==> src/rtl/intr_pkg.sv <==
// intr_pkg: shared definitions for the interrupt controller.
//   NUM_IRQ   - number of vectored interrupt lines
//   irq_vec_t - one bit per line; used for one-hot and bit-mask vectors
//   MASK_RST  - enable-register value after reset (all lines enabled)
package intr_pkg;

  localparam int NUM_IRQ = 8;

  typedef logic [NUM_IRQ-1:0] irq_vec_t;

  localparam irq_vec_t MASK_RST = 8'hFF;

endpackage : intr_pkg

==> src/rtl/intr_prio_enc.sv <==
// intr_prio_enc: isolates the lowest set bit of a vector. Bit 0 has the
// highest priority, so the result is the one-hot highest-priority line.
// The result is 0 when the input is 0.
//   x_i - input vector
//   y_o - one-hot lowest set bit of x_i
module intr_prio_enc
  import intr_pkg::*;
(
  input  logic [NUM_IRQ-1:0] x_i,
  output logic [NUM_IRQ-1:0] y_o
);

  // Two's complement trick: x & -x keeps only the lowest set bit.
  assign y_o = x_i & (~x_i + irq_vec_t'(1));

endmodule : intr_prio_enc

==> src/rtl/intr_ctrl.sv <==
// intr_ctrl: eight-line vectored interrupt controller with edge capture,
// pending/in-service tracking, per-line masking, fixed priority (bit 0
// highest) and bounded nesting.
//   clk, reset     - clock; synchronous active-high reset
//   irq            - request lines; a rising edge raises a request
//   s_intr         - strobe qualifying s_call_intr / s_return_intr
//   s_call_intr    - one-hot interrupt being taken
//   s_return_intr  - one-hot interrupt being retired
//   we_mask        - load mask_in into the enable register
//   mask_in        - per-line enable (1 = enabled)
//   clr_ovr        - clear all overrun flags
//   min_bit_s      - one-hot request allowed to preempt, or 0
//   min_bit_a      - one-hot highest-priority in-service interrupt, or 0
//   pending        - raw pending register
//   ovr            - sticky overrun flags
//   depth          - current nesting depth
// Build option: define INTR_SYNC_EN to pass irq through a two-flop
// synchronizer before edge detection (adds two cycles of latency).
module intr_ctrl
  import intr_pkg::*;
#(
  parameter int MAX_NEST = 4
) (
  input  logic               clk,
  input  logic               reset,
  input  logic [NUM_IRQ-1:0] irq,
  input  logic               s_intr,
  input  logic [NUM_IRQ-1:0] s_call_intr,
  input  logic [NUM_IRQ-1:0] s_return_intr,
  input  logic               we_mask,
  input  logic [NUM_IRQ-1:0] mask_in,
  input  logic               clr_ovr,
  output logic [NUM_IRQ-1:0] min_bit_s,
  output logic [NUM_IRQ-1:0] min_bit_a,
  output logic [NUM_IRQ-1:0] pending,
  output logic [NUM_IRQ-1:0] ovr,
  output logic [3:0]         depth
);

  localparam logic [3:0] MAX_D = 4'(MAX_NEST);

  irq_vec_t irq_q, pending_q, pending_d, is_q, is_d, ovr_q, ovr_d;
  irq_vec_t mask_q, mask_d;
  logic [3:0] depth_q, depth_d;
  irq_vec_t irq_s, edge_v, call_v, ret_v, cand, cand_low, is_low;
  logic call_any, ret_any, ret_hit;

`ifdef INTR_SYNC_EN
  irq_vec_t sync1_q, sync2_q;

  always_ff @(posedge clk) begin
    if (reset) begin
      sync1_q <= '0;
      sync2_q <= '0;
    end else begin
      sync1_q <= irq;
      sync2_q <= sync1_q;
    end
  end

  assign irq_s = sync2_q;
`else
  assign irq_s = irq;
`endif

  assign edge_v   = irq_s & ~irq_q;
  assign call_v   = s_intr ? s_call_intr   : '0;
  assign ret_v    = s_intr ? s_return_intr : '0;
  assign call_any = |call_v;
  assign ret_any  = |ret_v;
  assign ret_hit  = |(is_q & ret_v);

  always_comb begin
    // New edges win over a call on the same line, and a line being taken
    // in the same cycle as its new edge is not counted as an overrun.
    pending_d = (pending_q & ~call_v) | edge_v;
    ovr_d     = (clr_ovr ? '0 : ovr_q) | (edge_v & pending_q & ~call_v);
    // Return is applied before call so a line retired and re-taken stays set.
    is_d      = (is_q & ~ret_v) | call_v;
    mask_d    = we_mask ? mask_in : mask_q;
    depth_d   = depth_q;
    if (call_any && ret_any) begin
      depth_d = depth_q;
    end else if (call_any) begin
      if (depth_q < MAX_D) depth_d = depth_q + 4'd1;
    end else if (ret_hit) begin
      if (depth_q != 4'd0) depth_d = depth_q - 4'd1;
    end
  end

  always_ff @(posedge clk) begin
    if (reset) begin
      irq_q     <= '0;
      pending_q <= '0;
      is_q      <= '0;
      ovr_q     <= '0;
      mask_q    <= MASK_RST;
      depth_q   <= '0;
    end else begin
      irq_q     <= irq_s;
      pending_q <= pending_d;
      is_q      <= is_d;
      ovr_q     <= ovr_d;
      mask_q    <= mask_d;
      depth_q   <= depth_d;
    end
  end

  assign cand = pending_q & mask_q;

  intr_prio_enc u_enc_cand (
    .x_i (cand),
    .y_o (cand_low)
  );

  intr_prio_enc u_enc_is (
    .x_i (is_q),
    .y_o (is_low)
  );

  // Both outputs depend only on registered state; no strobe feeds through.
  always_comb begin
    min_bit_s = '0;
    if ((depth_q < MAX_D) && ((is_q == '0) || (cand_low < is_low)))
      min_bit_s = cand_low;
  end

  assign min_bit_a = is_low;
  assign pending   = pending_q;
  assign ovr       = ovr_q;
  assign depth     = depth_q;

endmodule : intr_ctrl

==> config.mk <==
export PLATFORM = sky130hd
export DESIGN_NAME = intr_ctrl
export DESIGN_NICKNAME = d
export VERILOG_FILES = /design/src/rtl/intr_pkg.sv /design/src/rtl/intr_prio_enc.sv /design/src/rtl/intr_ctrl.sv
export SDC_FILE = /design/constraint.sdc
export NUM_CORES = 1
export LEC_CHECK = 0
export ABC_AREA = 1
export BUFFER_PORTS_ARGS = -buffer_cell sky130_fd_sc_hd__buf_2
export CAP_MARGIN = 25
export CORE_MARGIN = 2
export CORE_UTILIZATION = 50
export DETAILED_ROUTE_END_ITERATION = 10
export PLACE_DENSITY = 0.79
export RECOVER_POWER = 100
export SETUP_SLACK_MARGIN = 0.1
export SLEW_MARGIN = 20
export SYNTH_ARGS = -nofsm -noshare
export SYNTH_HDL_FRONTEND = slang
export SYNTH_HIERARCHICAL = 1
export SYNTH_SLANG_ARGS = --single-unit
==> constraint.sdc <==
create_clock -name clk -period 6.2 [get_ports clk]
set_input_delay 1.55 -clock clk [delete_from_list [all_inputs] [get_ports clk]]
set_output_delay 1.55 -clock clk [all_outputs]
set_load 0.1 [all_outputs]
==> results of run 1 <==
worst min-delay path, stage by stage, from the launching register on:
cell	delay [ns]
sky130_fd_sc_hd__dfxtp_1	0.34
sky130_fd_sc_hd__nand2_1	0.05
sky130_fd_sc_hd__nand3_1	0.05
power breakdown:
group	switching, mW	total (mW)	internal (mW)
clock	0.103	0.224	0.121
sequential	0.0140	0.314	0.300
combinational	0.180	0.229	0.0485
routing by layer:
metal	part of all wire [%]	vias up	global-route usage, %
met1	45	1032	29.94
met3	6.9	11	5.063
met4	2.7	0	10.06
met2	45	79	34.88
met5	0	-	0
li1	-	1222	-
worst max-delay path by stage:
stage              endpoint               start  slack [ns]
6_report       min_bit_s[3]  is_q[0]$_SDFF_PP0_        1.51
3_3_place_gp   min_bit_s[1]  is_q[0]$_SDFF_PP0_        2.46
2_1_floorplan  min_bit_s[0]  is_q[0]$_SDFF_PP0_        0.51
4_1_cts        min_bit_s[3]  is_q[0]$_SDFF_PP0_        1.98
5_1_grt        min_bit_s[3]  is_q[0]$_SDFF_PP0_        1.31
3_5_place_dp   min_bit_s[3]  is_q[0]$_SDFF_PP0_        2.32
cell type report:
class	count	area, µm²
Tap cell	52	65.06
Inverter	59	221.5
Clock buffer	5	68.82
Timing Repair Buffer	72	314.1
Sequential cell	44	880.8
Fill cell	447	1652
Clock inverter	3	46.29
Multi-Input combinational cell	237	1136
Yosys cell counts, drive strengths merged, types with 4 or more instances:
cell type,n
buf,5
dfxtp,44
inv,59
clkbuf,5
nand2,91
o21ai,5
a21oi,31
nor3,4
nor2,65
nand3,24
nand4,4
ha,8
stage by stage:
step                      hold WS (ns)  total power [mW]
after floorplan                 0.4287            0.5086
after global placement          0.4421            0.5488
after detailed placement        0.4467            0.5520
after CTS                       0.4675            0.7741
after global routing            0.4942            0.8024
final                           0.4664            0.7666
flip-flops by register name, indices dropped and copies added (netlist names):
name and cells:
depth 4, irq_q 8, is_q 8, mask_q 8
ovr 8, pending 8
cell families after synthesis:
family / Yosys count
AOI/OAI and AO/OA: 38
xor gates and xnor gates: 1
adders and majority gates: 8
buffers and inverters: 69
DFF: 44
and+or+nand+nor: 190
==> flow_metrics.env, run 1 <==
export IMPL_run_status="complete, no violations"
export IMPL_route_detailed_drc=0
export IMPL_timing_final_hold_violations=0
export IMPL_yosys_area_top_type_share_pct=38.28
export IMPL_detailed_place_area_um2=2664
export IMPL_postSynthCellCount=350
export IMPL_critical_path_buf_inv_count=2
export IMPL_fin_setup_tns_ns=0
export IMPL_hpwl_um=4367
export IMPL_first_pass_iteration_count_of_the_detailed_router=4
export IMPL_worstSkewPairLatency_ns=0.30
export IMPL_critical_path_arrival_ns=3.14
export IMPL_critPathMaxFanout=8
export IMPL_synthTopCellsByArea="sky130_fd_sc_hd__dfxtp_1, sky130_fd_sc_hd__nand2_1, sky130_fd_sc_hd__nor2_1"
export IMPL_critical_path_top_delay_family="buffers and inverters"
export IMPL_maxCapViolations=0
export IMPL_post_route_period_util_pct=75.66
export IMPL_final_layout_size_suffix_gt1_share_pct=15.00
export IMPL_synthesized_area_divided_by_synthesized_cell_count_um2=6.574
export IMPL_place_congestion=0.9145
export IMPL_route_detailed_vias_per_inst=4.966
export IMPL_synth_cell_area_um2=2301
export IMPL_tritoncts_clock_tree="done"
export IMPL_hold_path_end="mask_q[5]$_SDFFE_PP1P_"
export IMPL_post_layout_nonfiller_instances=472
export IMPL_grtUsageTotal_pct=22.48
export IMPL_synth_compound_gate_area_share_pct=8.646
export IMPL_end_kind="output pin"
export IMPL_count_of_pins_over_their_slew_limit=0
export IMPL_synthDistinctLibCells=25
export IMPL_fin_ws_ns=1.509
export IMPL_r2r_setup_slack_ns=4.72
export IMPL_worst_hold_startpoint="mask_q[5]$_SDFFE_PP1P_"
export IMPL_critical_path_startpoint_type="register"
export IMPL_cts_buffers=5
export IMPL_synth_warnings=6
export IMPL_report_final_setup_viol=0
export IMPL_remaining_antenna_violation_count_after_routing=0
export IMPL_most_common_layout_cells="sky130_fd_sc_hd__nand2_1, sky130_fd_sc_hd__nor2_1, sky130_fd_sc_hd__inv_1, sky130_fd_sc_hd__dfxtp_1, sky130_fd_sc_hd__clkbuf_1"
export IMPL_reg2reg_from="depth[2]$_SDFFE_PP0P_"
export IMPL_timing_critical_path_depth=12
export IMPL_grt_first_pass_wirelength_um=9066
export IMPL_clkTransAtPathRegs_ns=0.09
export IMPL_sinks_on_clock_net=44
export IMPL_ctsLongestPathBuffers=2
export IMPL_cts_htree_levels=2
export IMPL_synthAdderAreaFrac_pct=4.350
export IMPL_drt_total_wl_um=5514
export IMPL_cts_hold_buffers=0
export IMPL_grt_pass1_vias=2069
export IMPL_timing_final_crit_period_ns=4.691
export IMPL_synth_simple_gate_area_share_pct=35.78
export IMPL_seq_total_area_yosys_pct=38.28
export IMPL_final_cell_area_um2=2733
export IMPL_crit_required_ns=4.65
export IMPL_via_count=2344
export IMPL_total_leakage_power_nw=1.378
export IMPL_reg2reg_depth=10
export IMPL_flow_area_growth_from_synthesis_pct=18.76
export IMPL_initial_core_util_pct=52.48
export IMPL_count_of_boundary_i_o_pins=73
export IMPL_max_clock_freq_mhz=213.2
export IMPL_grt_start_max_net_pins=34
export IMPL_post_cts_setup_driven_buffer_insertion_count=0
export IMPL_number_of_drc_violations_after_detailed_routing_iteration_0=159
export IMPL_synth_mux_area_fraction_pct=0
export IMPL_numPlacedInstances=464
export IMPL_post_route_util_pct=62.33
export IMPL_die_area_um2=5160
export IMPL_antenna_cells_inserted=0
export IMPL_critical_path_max_stage_delay_ns=0.87
export IMPL_antenna_found_initial=0
export IMPL_design_final_nets=464
export IMPL_critPathKind="register to output pin"
export IMPL_main_combinational_cell_family_by_area_after_synthesis="simple AND/OR/NAND/NOR gates"
export IMPL_port_buffer_count=72
export IMPL_chipHeight_um=71.84
export IMPL_min_path_cells=2
export IMPL_max_vdd_ir_drop_uv=200.1
export IMPL_layout_cells_most_common="sky130_fd_sc_hd__nand2_1"
export IMPL_critical_path_s_slowest_cell="sky130_fd_sc_hd__clkbuf_1"
export IMPL_synth_top_flop_cell="sky130_fd_sc_hd__dfxtp_1"
export IMPL_slew_headroom_pct=7.509
export IMPL_unrepaired_setup_endpoints_after_global_routing="false"
export IMPL_syn_nets=395
export IMPL_std_cell_rows=24
export IMPL_post_cts_resized=0
export IMPL_chipWidth_um=71.84
export IMPL_synth_area_leader_cell="sky130_fd_sc_hd__dfxtp_1"
export IMPL_hold_class="register to register"
export IMPL_yosys_area_share_xor_xnor_pct=0.3806
export IMPL_synth_edf_count=0
export IMPL_floorplan_core_area_um2=4384
export IMPL_rr_endpoint="depth[0]$_SDFFE_PP0P_"
export IMPL_cells_along_the_critical_path="nor2_2, nand3_2, nor2_1, inv_1, ha_1, a21oi_1, o21a_1, o21ai_0, nand2_1, nand2_1, nor2_1, clkbuf_1"
export IMPL_dpl_worst_slack_ns=2.322
export IMPL_synth_ff_latch_count=44
export IMPL_total_gr_overflow=0
export IMPL_async_set_or_reset_register_ratio_after_synthesis_pct=0
export IMPL_power_density_normalized_to_cell_area_nw_per_um2=280.5
export IMPL_wl_per_cell_um=11.68
export IMPL_skew_ns=0.005482
export IMPL_worst_slew_pin_slew_ns=1.387
export IMPL_cts_root_buffer="sky130_fd_sc_hd__clkbuf_8"
Power figures use the tool's default switching activity.
==> run 2, diff against run 1 <==
Clock period 6.2 ns to 4.7 ns, I/O delays scaled along.
==> flow_metrics.env, run 2 (synthesis results as in run 1) <==
export IMPL_critical_path_buf_inv_count=2
export IMPL_grt_first_pass_wirelength_um=9163
export IMPL_ctsLongestPathBuffers=2
export IMPL_timing_critical_path_depth=12
export IMPL_grt_pass1_vias=2141
export IMPL_remaining_antenna_violation_count_after_routing=0
export IMPL_grt_busiest_layer="met2"
export IMPL_critPathMaxFanout=8
export IMPL_via_count=2340
export IMPL_die_area_um2=5160
export IMPL_std_cell_rows=24
export IMPL_design_final_nets=464
export IMPL_critical_path_startpoint_type="register"
export IMPL_reg2reg_from="depth[2]$_SDFFE_PP0P_"
export IMPL_fin_setup_tns_ns=0
export IMPL_end_kind="output pin"
export IMPL_holdWs_ns=0.4649
export IMPL_drt_total_wl_um=5538
export IMPL_route_detailed_vias_per_inst=4.958
export IMPL_layout_cells_most_common="sky130_fd_sc_hd__nand2_1"
export IMPL_route_detailed_drc=0
export IMPL_fin_ws_ns=0.7262
export IMPL_worstSkewPairLatency_ns=0.30
export IMPL_maxCapViolations=0
export IMPL_antenna_cells_inserted=0
export IMPL_critical_path_arrival_ns=2.80
export IMPL_cells_along_the_critical_path="nor2_2, nand3_2, nor2_2, inv_1, ha_1, a21oi_1, o21a_1, o21ai_0, nand2_1, nand2_1, nor2_2, clkbuf_2"
export IMPL_dpl_worst_slack_ns=1.101
export IMPL_skew_ns=0.004093
export IMPL_max_vdd_ir_drop_uv=215.7
export IMPL_reg2reg_depth=9
export IMPL_rr_endpoint="depth[0]$_SDFFE_PP0P_"
export IMPL_timing_final_hold_violations=0
export IMPL_crit_required_ns=3.52
export IMPL_count_of_pins_over_their_slew_limit=0
export IMPL_critical_path_s_slowest_cell="sky130_fd_sc_hd__clkbuf_2"
export IMPL_report_final_setup_viol=0
export IMPL_timing_critical_path_from="is_q[0]$_SDFF_PP0_"
export IMPL_total_gr_overflow=0
export IMPL_comb_power_share_pct=32.0
export IMPL_hold_class="register to register"
export IMPL_sinks_on_clock_net=44
export IMPL_most_common_layout_cells="sky130_fd_sc_hd__nand2_1, sky130_fd_sc_hd__inv_1, sky130_fd_sc_hd__nor2_1, sky130_fd_sc_hd__dfxtp_1, sky130_fd_sc_hd__buf_2"
export IMPL_final_fill_count=429
export IMPL_chipHeight_um=71.84
export IMPL_final_layout_size_suffix_gt1_share_pct=20.00
export IMPL_tritoncts_clock_tree="done"
export IMPL_floorplan_core_area_um2=4384
export IMPL_wl_per_cell_um=11.73
export IMPL_hpwl_um=4502
export IMPL_critical_path_max_stage_delay_ns=0.47
export IMPL_sequentialPowerShare_pct=42.6
export IMPL_count_of_boundary_i_o_pins=73
export IMPL_cts_htree_levels=2
export IMPL_globalRouteMet3Util_pct=6.188
export IMPL_worst_path_most_repeated_cell="sky130_fd_sc_hd__nor2_2"
export IMPL_switchingPower_mw=0.3906
export IMPL_r2r_setup_slack_ns=3.25
export IMPL_port_buffer_count=72
export IMPL_grtUsageTotal_pct=22.85
export IMPL_post_route_util_pct=62.87
export IMPL_critPathCapture="min_bit_s[4]"
export IMPL_critPathKind="register to output pin"
export IMPL_power_density_normalized_to_cell_area_nw_per_um2=352.6
export IMPL_grt_start_max_net_pins=34
export IMPL_initial_core_util_pct=52.48
export IMPL_total_leakage_power_nw=1.391
export IMPL_flow_area_growth_from_synthesis_pct=19.79
export IMPL_groute_layer_met2_usage_pct=37.24
export IMPL_chipWidth_um=71.84
export IMPL_antenna_found_initial=0
export IMPL_cts_buffers=5
export IMPL_post_cts_resized=0
export IMPL_clkTransAtPathRegs_ns=0.08
export IMPL_switching_share_pct=40.19
export IMPL_cts_root_buffer="sky130_fd_sc_hd__clkbuf_8"
export IMPL_seqCellArea_um2=880.8
export IMPL_critical_path_top_delay_family="simple AND/OR/NAND/NOR gates"
export IMPL_pwr_share_clk_pct=25.3
export IMPL_number_of_drc_violations_after_detailed_routing_iteration_0=97
export IMPL_first_pass_iteration_count_of_the_detailed_router=4
export IMPL_internal_power_mw=0.5814
export IMPL_cts_hold_buffers=0
export IMPL_post_route_period_util_pct=84.55
export IMPL_max_clock_freq_mhz=251.7
export IMPL_worst_slew_pin_slew_ns=1.386
export IMPL_post_cts_setup_driven_buffer_insertion_count=0
export IMPL_unrepaired_setup_endpoints_after_global_routing="false"
export IMPL_timing_final_crit_period_ns=3.974
export IMPL_multiInputGateArea_um2=1171
export IMPL_slew_headroom_pct=7.610
export IMPL_place_congestion=0.9705
export IMPL_run_status="complete, no violations"
export IMPL_grt_met1_usage_pct=28.06
## run 2: cell types whose count changed in the layout (fill, tap and decap cells not counted), moves of 7 or more
| cell | change |
|---|---|
| sky130_fd_sc_hd__nor2_2 | +14 |
| sky130_fd_sc_hd__nor2_1 | -14 |
| sky130_fd_sc_hd__clkbuf_2 | +8 |
| sky130_fd_sc_hd__clkbuf_1 | -7 |
## run 2: layout make-up
class | count | share of cell area (%)
clock buffers | 7 | 3.132
inverters | 59 | 8.034
well taps | 52 | 2.360
repair buffers | 72 | 11.76
clock inverters | 1 | 0.2724
flip-flops and latches | 44 | 31.96
multi-input cells | 237 | 42.49
## run 2: worst min path at each step
stage | from | to | slack, ns | cells past startpoint
2_1_floorplan | mask_q[0]$_SDFFE_PP1P_ | mask_q[0]$_SDFFE_PP1P_ | 0.43 | 2
3_3_place_gp | mask_q[4]$_SDFFE_PP1P_ | mask_q[4]$_SDFFE_PP1P_ | 0.45 | 2
3_5_place_dp | mask_q[4]$_SDFFE_PP1P_ | mask_q[4]$_SDFFE_PP1P_ | 0.45 | 2
4_1_cts | mask_q[4]$_SDFFE_PP1P_ | mask_q[4]$_SDFFE_PP1P_ | 0.47 | 2
5_1_grt | mask_q[5]$_SDFFE_PP1P_ | mask_q[5]$_SDFFE_PP1P_ | 0.50 | 2
6_report | mask_q[4]$_SDFFE_PP1P_ | mask_q[4]$_SDFFE_PP1P_ | 0.46 | 2
## run 2: routing by layer
layer	wire [µm]	vias to the layer above	part of all wire, %
li1	-	1217	-
met1	2494	1032	45
met2	2517	79	45
met3	378	12	6.8
met4	147	0	2.7
met5	0	-	0
## run 2: worst min-delay path, stage by stage, from the launching register on
cell and delay, ns:
sky130_fd_sc_hd__dfxtp_1 0.33, sky130_fd_sc_hd__nand2_1 0.06, sky130_fd_sc_hd__nand3_1 0.05
## run 2: power groups by stage
stage                     Clock [mW]  Combinational, mW  Sequential [mW]
final                          0.246              0.311            0.414
after global routing           0.262              0.339            0.418
after CTS                      0.249              0.316            0.414
after detailed placement           0              0.315            0.423
after global placement             0              0.310            0.422
after floorplan                    0              0.189            0.490
## run 2: metrics by stage
stage,power [mW],instance area [µm²],cells
detailed placement,0.7381,2699,464
global route,1.019,2756,472
finish,0.9720,2756,472
CTS,0.9793,2793,472
floorplan,0.6793,2341,350
global placement,0.7325,2699,464
